===== src/rtl/mmio_gpio.sv =====
// MMIO GPIO block: LED outputs with atomic set/clear, synchronised and debounced
// buttons/switches, W1C button-edge status and a level interrupt.
module mmio_gpio #(
  parameter int unsigned LED_W     = 4,
  parameter int unsigned BTN_W     = 4,
  parameter int unsigned SW_W      = 4,
  parameter int unsigned DB_CYCLES = 1000,
  parameter int unsigned DB_CNT_W  = 16
) (
  input  logic             clk,
  input  logic             rst,
  input  logic             mmio_i_valid,
  input  logic [31:0]      mmio_i_addr,
  input  logic [3:0]       mmio_i_wmask,
  input  logic [31:0]      mmio_i_wdata,
  output logic [31:0]      mmio_o_rdata,
  output logic [LED_W-1:0] mmio_o_gpio_led,
  input  logic [BTN_W-1:0] mmio_i_gpio_btn,
  input  logic [SW_W-1:0]  mmio_i_gpio_sw,
  output logic             mmio_o_irq
);

  localparam int unsigned InW = BTN_W + SW_W;

  typedef enum logic [2:0] {
    AddrLed    = 3'd0,
    AddrLedSet = 3'd1,
    AddrLedClr = 3'd2,
    AddrBtn    = 3'd3,
    AddrSw     = 3'd4,
    AddrEdge   = 3'd5,
    AddrIrqEn  = 3'd6,
    AddrRsvd   = 3'd7
  } addr_e;

  // ---------------------------------------------------------------------------
  // Input path: buttons and switches share one synchroniser/debouncer array,
  // buttons in the low bits.
  // ---------------------------------------------------------------------------
  logic [InW-1:0] raw;
  logic [InW-1:0] deb_q, deb_d;

  assign raw = {mmio_i_gpio_sw, mmio_i_gpio_btn};

  for (genvar i = 0; i < InW; i++) begin : g_in
    logic sync1_q;

    always_ff @(posedge clk or negedge rst) begin
      if (!rst) begin
        sync1_q <= 1'b0;
      end else begin
        sync1_q <= raw[i];
      end
    end

    if (DB_CYCLES == 0) begin : g_bypass
      // The debounced flop acts as the second synchroniser stage.
      assign deb_d[i] = sync1_q;
    end else begin : g_debounce
      localparam logic [DB_CNT_W-1:0] DbLast = DB_CNT_W'(DB_CYCLES - 1);

      logic                sync2_q;
      logic [DB_CNT_W-1:0] cnt_q, cnt_d;
      logic                deb_nxt;

      always_comb begin
        cnt_d   = cnt_q;
        deb_nxt = deb_q[i];
        if (sync2_q == deb_q[i]) begin
          cnt_d = '0;
        end else if (cnt_q == DbLast) begin
          deb_nxt = sync2_q;
          cnt_d   = '0;
        end else begin
          cnt_d = cnt_q + 1'b1;
        end
      end

      assign deb_d[i] = deb_nxt;

      always_ff @(posedge clk or negedge rst) begin
        if (!rst) begin
          sync2_q <= 1'b0;
          cnt_q   <= '0;
        end else begin
          sync2_q <= sync1_q;
          cnt_q   <= cnt_d;
        end
      end
    end
  end

  always_ff @(posedge clk or negedge rst) begin
    if (!rst) begin
      deb_q <= '0;
    end else begin
      deb_q <= deb_d;
    end
  end

  // Rising edge seen on the same cycle the debounced button bit goes high.
  logic [BTN_W-1:0] btn_rise;
  assign btn_rise = deb_d[BTN_W-1:0] & ~deb_q[BTN_W-1:0];

  // ---------------------------------------------------------------------------
  // Register file
  // ---------------------------------------------------------------------------
  logic             wr_en, rd_en;
  addr_e            addr_sel;
  logic [31:0]      bmask, wbits;
  logic [LED_W-1:0] led_q, led_d;
  logic [BTN_W-1:0] irq_en_q, irq_en_d;
  logic [BTN_W-1:0] edge_q, edge_d, edge_clr;
  logic [31:0]      rdata_q, rd_word;
  logic             irq_q;

  assign wr_en    = mmio_i_valid && (mmio_i_wmask != 4'b0000);
  assign rd_en    = mmio_i_valid && (mmio_i_wmask == 4'b0000);
  assign addr_sel = addr_e'(mmio_i_addr[4:2]);
  assign bmask    = {{8{mmio_i_wmask[3]}}, {8{mmio_i_wmask[2]}},
                     {8{mmio_i_wmask[1]}}, {8{mmio_i_wmask[0]}}};
  assign wbits    = mmio_i_wdata & bmask;

  always_comb begin
    led_d    = led_q;
    irq_en_d = irq_en_q;
    edge_clr = '0;
    if (wr_en) begin
      case (addr_sel)
        AddrLed:    led_d    = (led_q & ~bmask[LED_W-1:0]) | wbits[LED_W-1:0];
        AddrLedSet: led_d    = led_q | wbits[LED_W-1:0];
        AddrLedClr: led_d    = led_q & ~wbits[LED_W-1:0];
        AddrEdge:   edge_clr = wbits[BTN_W-1:0];
        AddrIrqEn:  irq_en_d = (irq_en_q & ~bmask[BTN_W-1:0]) | wbits[BTN_W-1:0];
        default:    ;
      endcase
    end
    // A new edge beats a simultaneous W1C so no press is ever lost.
    edge_d = (edge_q & ~edge_clr) | btn_rise;
  end

  always_comb begin
    rd_word = '0;
    case (addr_sel)
      AddrLed:   rd_word = 32'(led_q);
      AddrBtn:   rd_word = 32'(deb_q[BTN_W-1:0]);
      AddrSw:    rd_word = 32'(deb_q[InW-1:BTN_W]);
      AddrEdge:  rd_word = 32'(edge_q);
      AddrIrqEn: rd_word = 32'(irq_en_q);
      default:   rd_word = '0;
    endcase
  end

  always_ff @(posedge clk or negedge rst) begin
    if (!rst) begin
      led_q    <= '0;
      irq_en_q <= '0;
      edge_q   <= '0;
      rdata_q  <= '0;
      irq_q    <= 1'b0;
    end else begin
      led_q    <= led_d;
      irq_en_q <= irq_en_d;
      edge_q   <= edge_d;
      irq_q    <= |(edge_q & irq_en_q);
      if (rd_en) begin
        rdata_q <= rd_word;
      end
    end
  end

  assign mmio_o_rdata    = rdata_q;
  assign mmio_o_gpio_led = led_q;
  assign mmio_o_irq      = irq_q;

  logic unused_bits;
  assign unused_bits = ^{mmio_i_addr[31:5], mmio_i_addr[1:0], wbits};

endmodule


===== config.mk =====
export PLATFORM = sky130hd
export DESIGN_NAME = mmio_gpio
export DESIGN_NICKNAME = d
export VERILOG_FILES = /design/src/rtl/mmio_gpio.sv
export SDC_FILE = /design/constraint.sdc
export NUM_CORES = 1
export LEC_CHECK = 0
export CORE_MARGIN = 2
export CORE_UTILIZATION = 50
export CTS_CLUSTER_DIAMETER = 100
export DETAILED_ROUTE_END_ITERATION = 6
export GPL_TIMING_DRIVEN = 0
export PLACE_DENSITY = 0.71
export SETUP_SLACK_MARGIN = 0.05
export SYNTH_ARGS = -nofsm -noshare
export SYNTH_HDL_FRONTEND = slang
export SYNTH_SLANG_ARGS = --single-unit

===== constraint.sdc =====
create_clock -name clk -period 2.1 [get_ports clk]
set_input_delay 0.63 -clock clk [delete_from_list [all_inputs] [get_ports clk]]
set_output_delay 0.63 -clock clk [all_outputs]
set_load 0.01 [all_outputs]

; After elaboration in Yosys (flattened, before gate mapping)
; Index checks and enable logic that the tools add are counted.
[totals]
register_bits = 197
input_bits = 79
elab_cells = 124
[classes]
add_sub_neg = 8
n_eq_ne = 22
n_mux = 28
bitwise = 19
reduce_logical = 13
[ops]
columns = cell, n
row1 = two-way mux 16 bit, 16
row2 = adder 16 x 1 -> 16 bit (second input constant), 8
row3 = equality test 16 x 10 -> 1 bit (second input constant), 8
row4 = bitwise AND 4 bit, 7
row5 = case mux 4 bit (5 select lines), 1
row6 = inverter 4 bit, 4
row7 = OR 4 bit, 4
row8 = case mux 4 bit (3 select lines), 1
row9 = AND reduction 2 bit, 6
row10 = equality test 3 bit (second input constant), 3
row11 = equality test 1 bit, 8
row12 = two-way mux 1 bit, 8
row13 = two-way mux 4 bit, 2
row14 = equality test 3 x 2 -> 1 bit (second input constant), 2
row15 = zero test 4 bit, 1
row16 = inverter 1 bit, 4
row17 = nonzero test 4 bit, 1
row18 = OR reduction 4 bit, 1
row19 = equality test 3 x 1 -> 1 bit (second input constant), 1
row20 = zero test 3 bit, 1
row21 = nonzero test 3 bit, 1
row22 = logical AND 1 bit, 2

; Depth between registers and ports, before layout
; Gate-level depths: netlist of the first run.
[depth]
depth_word = 6
mapped_depth = 7

; Worst setup path after synthesis of the first run
; No wires, ideal clock.
[synth_path]
kind = register to register
from = register g_in[7].g_debounce.cnt_q[12]
to = register deb_q[7]
setup_time_ps = 125
t_arrival_ps = 1764
setup_slack_ps = 211
path_stages_with_launch = 4
n_path_buf = 0
path_cell_list = dfrtp_1 > or4_1 > or4_4 > mux2_4
[synth_via]
elab_chain_cells = 2
[synth_lines]
columns = item, line_no
row1 = "start, declared", 63  ; logic [DB_CNT_W-1:0] cnt_q, cnt_d;
row2 = "start signal, assigned", 87  ; cnt_q <= cnt_d;
row3 = equality test 16 x 10 -> 1 bit, 71  ; end else if (cnt_q == DbLast) begin
row4 = AND reduction 2 bit (no line), --
row5 = "end signal, assigned", 95  ; deb_q <= '0;
row6 = "end signal, assigned", 97  ; deb_q <= deb_d;
row7 = "end, declared", 41  ; logic [InW-1:0] deb_q, deb_d;
; Every way passes these cells.
; A chain may end at the register's enable or synchronous reset.

; Worst setup path in the final report of the first run
[layout_path]
from = register g_in[3].g_debounce.cnt_q[13]
to = register g_in[3].g_debounce.cnt_q[12]
[layout_via]
elab_chain_cells = 3
[layout_lines]
columns = item, line_no
row1 = "start, declared", 63
row2 = "start signal, assigned", 87
row3 = equality test 16 x 10 -> 1 bit, 71
row4 = two-way mux 16 bit, 71
row5 = two-way mux 16 bit, 69  ; if (sync2_q == deb_q[i]) begin
row6 = via g_in[3].g_debounce.cnt_d[12], 63
; The timed path passes the listed nets, and every way through them passes these cells.

==> impl_metrics.tcl, run 1 <==
set metrics [dict create \
    path_class "reg -> reg" \
    ys_ff_latch 169 \
    numClockSinks 169 \
    synth_edf_count 0 \
    clk_latency_ns 0.42 \
    final_util_pct 60.0 \
    syn_inst 803 \
    critPathSlowestCell "or4_4" \
    setup_tns_ns 0 \
    synth.top_cell.area_share_pct 51.8 \
    cts_root_buf "clkbuf_16" \
    fin_nets 972 \
    rsz0062_at_grt "no" \
    clock.fmax_ghz 0.505 \
    grt_pass1_vias 5535 \
    cp.required_ns 2.41 \
    avgSynthCellArea_um2 10.2 \
    numCtsBuffers 17 \
    synthTopCellsByArea "dfrtp_1 52%, xnor2_1 7.8%, nor2_1 6.1%" \
    die-area_um2 17400 \
    antenna_found_initial 0 \
    synth_cell_type_count 53 \
    track_usage_pct 18.1 \
    worstPathArrival_ns 2.29 \
    h-tree-depth 4 \
    multiInputGateArea_um2 3680 \
    yosysSeqAreaShare_pct 51.8 \
    drive_gt1_share_pct 11.8 \
    vias 5831 \
    grt_max_degree 124 \
    fillers 1354 \
    hold_path.class "in -> async" \
    gp_congestion 0.861 \
    clk_path_buf_depth 2 \
    cts_tree "yes" \
    worstMarginPinSlew_ns 0.610 \
    path_clk_slew_ns 0.06 \
    drc 0 \
    rows 46 \
    die_w_um 132 \
    synthArstFlopShare_pct 100 \
    finalSetupViolCount 0 \
    status "finished, final reports clean" \
    dp_hpwl_um 9880 \
    gr-total-overflow 0 \
    synth_area_leader_cell "dfrtp_1" \
    cp_cell_sequence "or4_1, or4_4, nand2_4, buf_6, nor2_1" \
    die_y_um 132 \
    core_um2 15900 \
    cp_slowest_stage_delay_ns 0.58 \
    ff_latch_area_um2 4230 \
    start_util_pct 51.2 \
    irDropWorstVdd_mv 0.643 \
    leakage_nw 4.15 \
    hold_violations 0 \
    io_pins 116 \
    drt_pass1_iterations 5 \
    fin_skew_ns 0.00519 \
    start_kind "register" \
    synth_flop_cell "dfrtp_1" \
    period_share_pct 94.3 \
    avgViaCountPerCell 5.24 \
    drv_cap 0 \
    p_per_area_nw_per_um2 745 \
    critPathCaptureType "register" \
    syn_area_um2 8170 \
    ctsHoldBuffers 0 \
    routed_wl_um 14700 \
    relSlewSlack_pct 59.4 \
    maxSlewViolCount 0 \
    drtAntennaViolNets 0 \
    min_period_ns 1.98 \
    routedWlPerCell_um 13.2 \
    drt_iter0_markers 378 \
    path_max_fanout 10 \
    diodes 0 \
    area_growth_pct 17.1 \
    synth_warnings 0 \
    io_buffers 30 \
    grt_pass1_wl_um 25900 \
]
-- cells in the final DEF, fill, tap and decap left out, types with 5 or more instances in the layout --
| cell type | n |
|---|---|
| nand4_1 | 37 |
| clkbuf_1 | 6 |
| nand2_1 | 44 |
| nor2_1 | 133 |
| ha_1 | 8 |
| and4_1 | 9 |
| dlymetal6s2s_1 | 5 |
| a21oi_1 | 8 |
| xor2_1 | 43 |
| o21ai_0 | 12 |
| inv_1 | 23 |
| xnor2_1 | 73 |
| mux2_2 | 9 |
| o31ai_1 | 6 |
| or4_1 | 10 |
| clkbuf_16 | 17 |
| nor4_1 | 24 |
| nor3_1 | 29 |
| and3_1 | 12 |
| buf_4 | 35 |
| clkdlybuf4s50_1 | 20 |
| dfrtp_1 | 169 |
| nand3_1 | 43 |
| conb_1 | 28 |
-- kinds of logic after synthesis --
group                    count (synthesis)  share of synthesized area, %
AO/OA/AOI/OAI                           44                          3.46
XOR/XNOR                               116                          12.4
adder cells (fa/ha/maj)                  8                          1.23
buffers and inverters                   68                          4.78
flip-flops                             169                          51.8
multiplexers                            15                          2.16
other                                    1                        0.0459
AND/OR/NAND/NOR                        382                          24.1
-- cell usage after synthesis, drive strengths merged (3+ instances only) --
cell and instances:
dfrtp 169, nor2 133, xnor2 73, nand2 48, nand3 44, xor2 43
nand4 37, buf 36, nor3 29, nor4 25, inv 23, o21ai 15
and3 13, or4 13, mux2 12, and4 9, clkbuf 9, a21oi 8
ha 8, o31ai 7, and2 4, nand2b 4, nor4b 4, o22ai 4
or4b 4, a221oi 3, mux2i 3, nor4bb 3, or3 3
-- final timing paths --
kind | start | end | slack (ns) | cells after the start
setup / recovery | g_in[3].g_debounce.cnt_q[13]$_DFF_PN0_ | g_in[3].g_debounce.cnt_q[12]$_DFF_PN0_ | 0.12 | 5
hold / removal | rst | g_in[2].g_debounce.cnt_q[7]$_DFF_PN0_ | 0.09 | 1
setup reg to reg | g_in[3].g_debounce.cnt_q[13]$_DFF_PN0_ | g_in[3].g_debounce.cnt_q[12]$_DFF_PN0_ | 0.12 | 5
hold reg to reg | g_in[1].sync1_q$_DFF_PN0_ | g_in[1].g_debounce.sync2_q$_DFF_PN0_ | 0.35 | 0
min in group clk | g_in[1].sync1_q$_DFF_PN0_ | g_in[1].g_debounce.sync2_q$_DFF_PN0_ | 0.35 | 0
max in group asynchronous | rst | g_in[6].g_debounce.sync2_q$_DFF_PN0_ | 1.11 | 2
-- registers in the layout, summed over array words and instances, names as in the netlist, named ones only --
register                 count
g_in.sync1_q                 8
edge_q                       4
g_in.g_debounce.sync2_q      8
deb_q                        8
mmio_o_irq                   1
mmio_o_gpio_led              4
mmio_o_rdata                 4
g_in.g_debounce.cnt_q      128
-- worst max-delay path: cells and delay by family (launching register included) --
family                 cells  cell delay, ns
DFF                        1            0.42
and+or+nand+nor            4            1.30
buffers and inverters      1            0.15
-- per-stage QoR --
stage / setup WS (ns) / cell area [um2] / std cells / hold WS, ns / power [mW]
final: 0.120 / 9560 / 1113 / 0.0883 / 7.12
after global routing: 0.0604 / 9560 / 1113 / 0.110 / 7.42
after CTS: 0.0527 / 9470 / 1108 / 0.0925 / 7.19
after detailed placement: -0.482 / 8870 / 1077 / 0.335 / 4.11
after global placement: -6.38 / 8840 / 1076 / 0.332 / 4.09
after floorplan: 0.211 / 8270 / 830 / 0.331 / 3.81
-- report_power, final --
group          total, mW  internal [mW]  switching (mW)  leakage (nW)
Sequential          3.50           3.38           0.119          2.28
Combinational      0.546          0.256           0.291          1.59
Clock               3.07           1.85            1.23         0.283
-- layout make-up --
type,count,share of cell area (%)
inverters,23,0.903
flip-flops and latches,169,44.2
repair buffers,38,4.11
plain buffers,43,3.25
well taps,216,2.83
clock buffers,22,4.96
clock inverters,9,1.20
multi-input cells,593,38.5
-- timing repair --
item / in CTS / in global routing
setup buffers: 1 / 6
setup endpoints to repair: 38 / 89
resized for setup: 6 / 21
pin swaps: 0 / 2
-- per-layer routing --
metal  wire [um]  part of all wire [%]  GRT usage [%]
met1        7340                    50           25.9
met2        6700                    46           27.7
met3         544                   3.7           4.23
met4         106                  0.72           5.37
met5           0                     0              0
(Power assumes the default switching activity.)
==> inputs of run 2 (changes only) <==
--- a/config.mk
+++ b/config.mk
@@ -10,6 +10,7 @@
 export CTS_CLUSTER_DIAMETER = 100
 export DETAILED_ROUTE_END_ITERATION = 6
 export GPL_TIMING_DRIVEN = 0
+export HOLD_SLACK_MARGIN = 0.08
 export PLACE_DENSITY = 0.71
 export SETUP_SLACK_MARGIN = 0.05
 export SYNTH_ARGS = -nofsm -noshare
==> results of run 2 <==
Same layout as run 1: the final DEF is identical, and so are final timing and power.
==> inputs of run 3 (changes only) <==
--- a/config.mk
+++ b/config.mk
@@ -5,13 +5,14 @@
 export SDC_FILE = /design/constraint.sdc
 export NUM_CORES = 1
 export LEC_CHECK = 0
-export CORE_MARGIN = 2
+export ABC_AREA = 1
+export CORE_MARGIN = 3
 export CORE_UTILIZATION = 50
 export CTS_CLUSTER_DIAMETER = 100
 export DETAILED_ROUTE_END_ITERATION = 6
 export GPL_TIMING_DRIVEN = 0
 export HOLD_SLACK_MARGIN = 0.08
-export PLACE_DENSITY = 0.71
+export PLACE_DENSITY = 0.7
 export SETUP_SLACK_MARGIN = 0.05
 export SYNTH_ARGS = -nofsm -noshare
 export SYNTH_HDL_FRONTEND = slang
==> run 3 against run 2 <==
Effect of this change:
- fmax shrank 1.4%
- sequential cell count stayed put
- combinational power fell by 2%
- register-to-register slack better by 0.43 ns
- global-route usage up 2.5 points
- core utilization down 1.0 points
- count of clock-buffer cells in the layout is 2 lower
- routed wire length up 33%
- cell count grew 42%
- clock skew rose by 0.0030 ns
- synthesized cell count is 57% higher
- critical path depth fell by 4
- critical endpoint is now mmio_o_gpio_led[1]
- highest routed layer unchanged
==> impl_metrics.tcl, run 3 <==
set metrics [dict create \
    clock.fmax_ghz 0.498 \
    core_um2 18100 \
    rsz0062_at_grt "no" \
    finalSetupViolCount 0 \
    p_per_area_nw_per_um2 687 \
    irDropWorstVdd_mv 0.570 \
    rr_startpoint "g_in[3].g_debounce.cnt_q[0]$_DFF_PN0_" \
    cp_cell_sequence "clkdlybuf4s50_1" \
    avgViaCountPerCell 4.96 \
    min_period_ns 2.01 \
    die_y_um 143 \
    track_usage_pct 20.6 \
    drtAntennaViolNets 0 \
    grt_max_degree 119 \
    synth_area_leader_cell "dfrtp_1" \
    cts_tree "yes" \
    ff2ff_path_depth 8 \
    start_kind "register" \
    cp_slowest_stage_delay_ns 0.55 \
    io_pins 116 \
    largest_reg_flops 128 \
    syn_inst 1260 \
    status "finished, final reports clean" \
    leakage_nw 4.89 \
    drv_cap 0 \
    maxSlewViolCount 0 \
    cp.required_ns 1.47 \
    synth_edf_count 0 \
    die_w_um 143 \
    path_class "reg -> out" \
    ctsHoldBuffers 0 \
    yosysSeqAreaShare_pct 45.2 \
    r2r_end "g_in[3].g_debounce.cnt_q[0]$_DFF_PN0_" \
    gr-total-overflow 0 \
    routedWlPerCell_um 12.4 \
    path_clk_slew_ns 0.06 \
    synth.top_cell.area_share_pct 45.2 \
    ys_ff_latch 169 \
    fin_nets 1424 \
    worstMarginPinSlew_ns 0.589 \
    period_share_pct 95.6 \
    relSlewSlack_pct 60.7 \
    crit_family "buffers and inverters" \
    grt_pass1_vias 7293 \
    synth_flop_cell "dfrtp_1" \
    h-tree-depth 4 \
    final_util_pct 58.9 \
    drt_iter0_markers 476 \
    synthTopCellsByArea "dfrtp_1 45%, nand2_1 14%, nor2_1 11%" \
    rows 49 \
    fillers 1682 \
    antenna_found_initial 0 \
    gp_congestion 0.894 \
    die-area_um2 20400 \
    area_growth_pct 14.3 \
    synth_warnings 0 \
    vias 7835 \
    top_register "g_in.g_debounce.cnt_q" \
    fin_skew_ns 0.00820 \
    worstPathArrival_ns 1.38 \
    numCtsBuffers 17 \
    syn_area_um2 9360 \
    cts_root_buf "clkbuf_16" \
    pre_cts_ws_ns -0.0232 \
    drc 0 \
    hold_path.class "in -> async" \
    synth_cell_type_count 32 \
    layout_commonest_cell "nand2_1" \
    layout_common_cells "339 x nand2_1, 263 x nor2_1, 169 x dfrtp_1" \
    drive_gt1_share_pct 11.2 \
    path_max_fanout 2 \
    synthArstFlopShare_pct 100 \
    drt_pass1_iterations 5 \
    path_buf_inv 1 \
    diodes 0 \
    synth.most_common_cell "nand2_1" \
    hold_violations 0 \
    grt_pass1_wl_um 34100 \
    start_util_pct 51.6 \
    critPathSlowestCell "clkdlybuf4s50_1" \
    numClockSinks 169 \
    dp_hpwl_um 14200 \
    routed_wl_um 19500 \
    rrSetupSlack_ns 0.55 \
    fin_ws_ns 0.0916 \
    clk_path_buf_depth 2 \
    synth_commonest_cells "339 x nand2_1, 263 x nor2_1, 169 x dfrtp_1" \
    critPathCaptureType "output pin" \
    io_buffers 27 \
    clk_latency_ns 0.43 \
    avgSynthCellArea_um2 7.42 \
]
-- run 3: changes by cell type after synthesis, sizes merged, moves of 25 or more --
cell,previous run,this run
nand3,44,116
nor4,25,0
xnor2,73,17
inv,23,117
nand2,48,365
nor2,133,304
-- run 3: worst max path at each step --
stage,depth (start not counted),slack (ns),startpoint,end
2_1_floorplan,7,0.64,mmio_i_addr[3],mmio_o_gpio_led[0]$_DFFE_PN0P_
3_3_place_gp,1,-6.65,rst,g_in[0].g_debounce.cnt_q[2]$_DFF_PN0_
3_5_place_dp,8,-0.02,mmio_i_wmask[0],edge_q[3]$_DFF_PN0_
4_1_cts,1,0.07,mmio_o_rdata[2]$_DFFE_PN0P_,mmio_o_rdata[2]
5_1_grt,1,0.05,mmio_o_rdata[1]$_DFFE_PN0P_,mmio_o_rdata[1]
6_report,1,0.09,mmio_o_gpio_led[1]$_DFFE_PN0P_,mmio_o_gpio_led[1]
-- run 3: layer usage --
layer	GRT usage, %	share of wire (%)	routed length [um]	up-vias
met4	5.80	1.1	218	0
met5	0	0	0	-
met3	4.19	4.8	932	16
li1	-	-	-	4082
met2	33.3	47	9190	164
met1	28.5	47	9180	3573
-- run 3: repair_timing --
| item | in CTS | in global routing |
|---|---|---|
| buffers inserted | 3 | 0 |
| setup endpoints to repair | 4 | 3 |
| gates resized for setup | 1 | 3 |
-- run 3: through the flow --
stage	hold WS, ns	cells	total power, mW	cell area (um2)	TNS [ns]
6_report	0.0886	1579	7.34	10700	0
4_1_cts	0.0977	1579	7.44	10700	0
3_5_place_dp	0.338	1544	4.08	10000	-0.0651
3_3_place_gp	0.334	1543	4.06	10000	-1120.30
2_1_floorplan	0.331	1287	3.80	9460	0
5_1_grt	0.115	1579	7.65	10700	0
-- run 3: cell type report --
type	count	area (um2)	share of cell area [%]
multi-input combinational	969	4560	42.6
sequential	169	4230	39.5
clock buffer	20	447	4.18
inverter	117	439	4.11
timing repair buffer	31	332	3.10
tap	229	287	2.68
buffer	32	230	2.15
clock inverter	12	173	1.61
-- run 3: cell families after synthesis --
logic type | Yosys count | share of synthesized area [%]
buffers and inverters | 149 | 7.16
AO/OA/AOI/OAI | 51 | 3.21
other | 1 | 0.0401
AND/OR/NAND/NOR | 840 | 39.1
adder cells (fa/ha/maj) | 8 | 1.07
flip-flops | 169 | 45.2
XOR/XNOR | 42 | 4.25
-- run 3: power by group --
group          internal, mW  switching (mW)  total, mW  leakage (nW)
logic                 0.225           0.307      0.533          2.31
clock network          2.02            1.30       3.32         0.300
registers              3.38           0.112       3.49          2.28
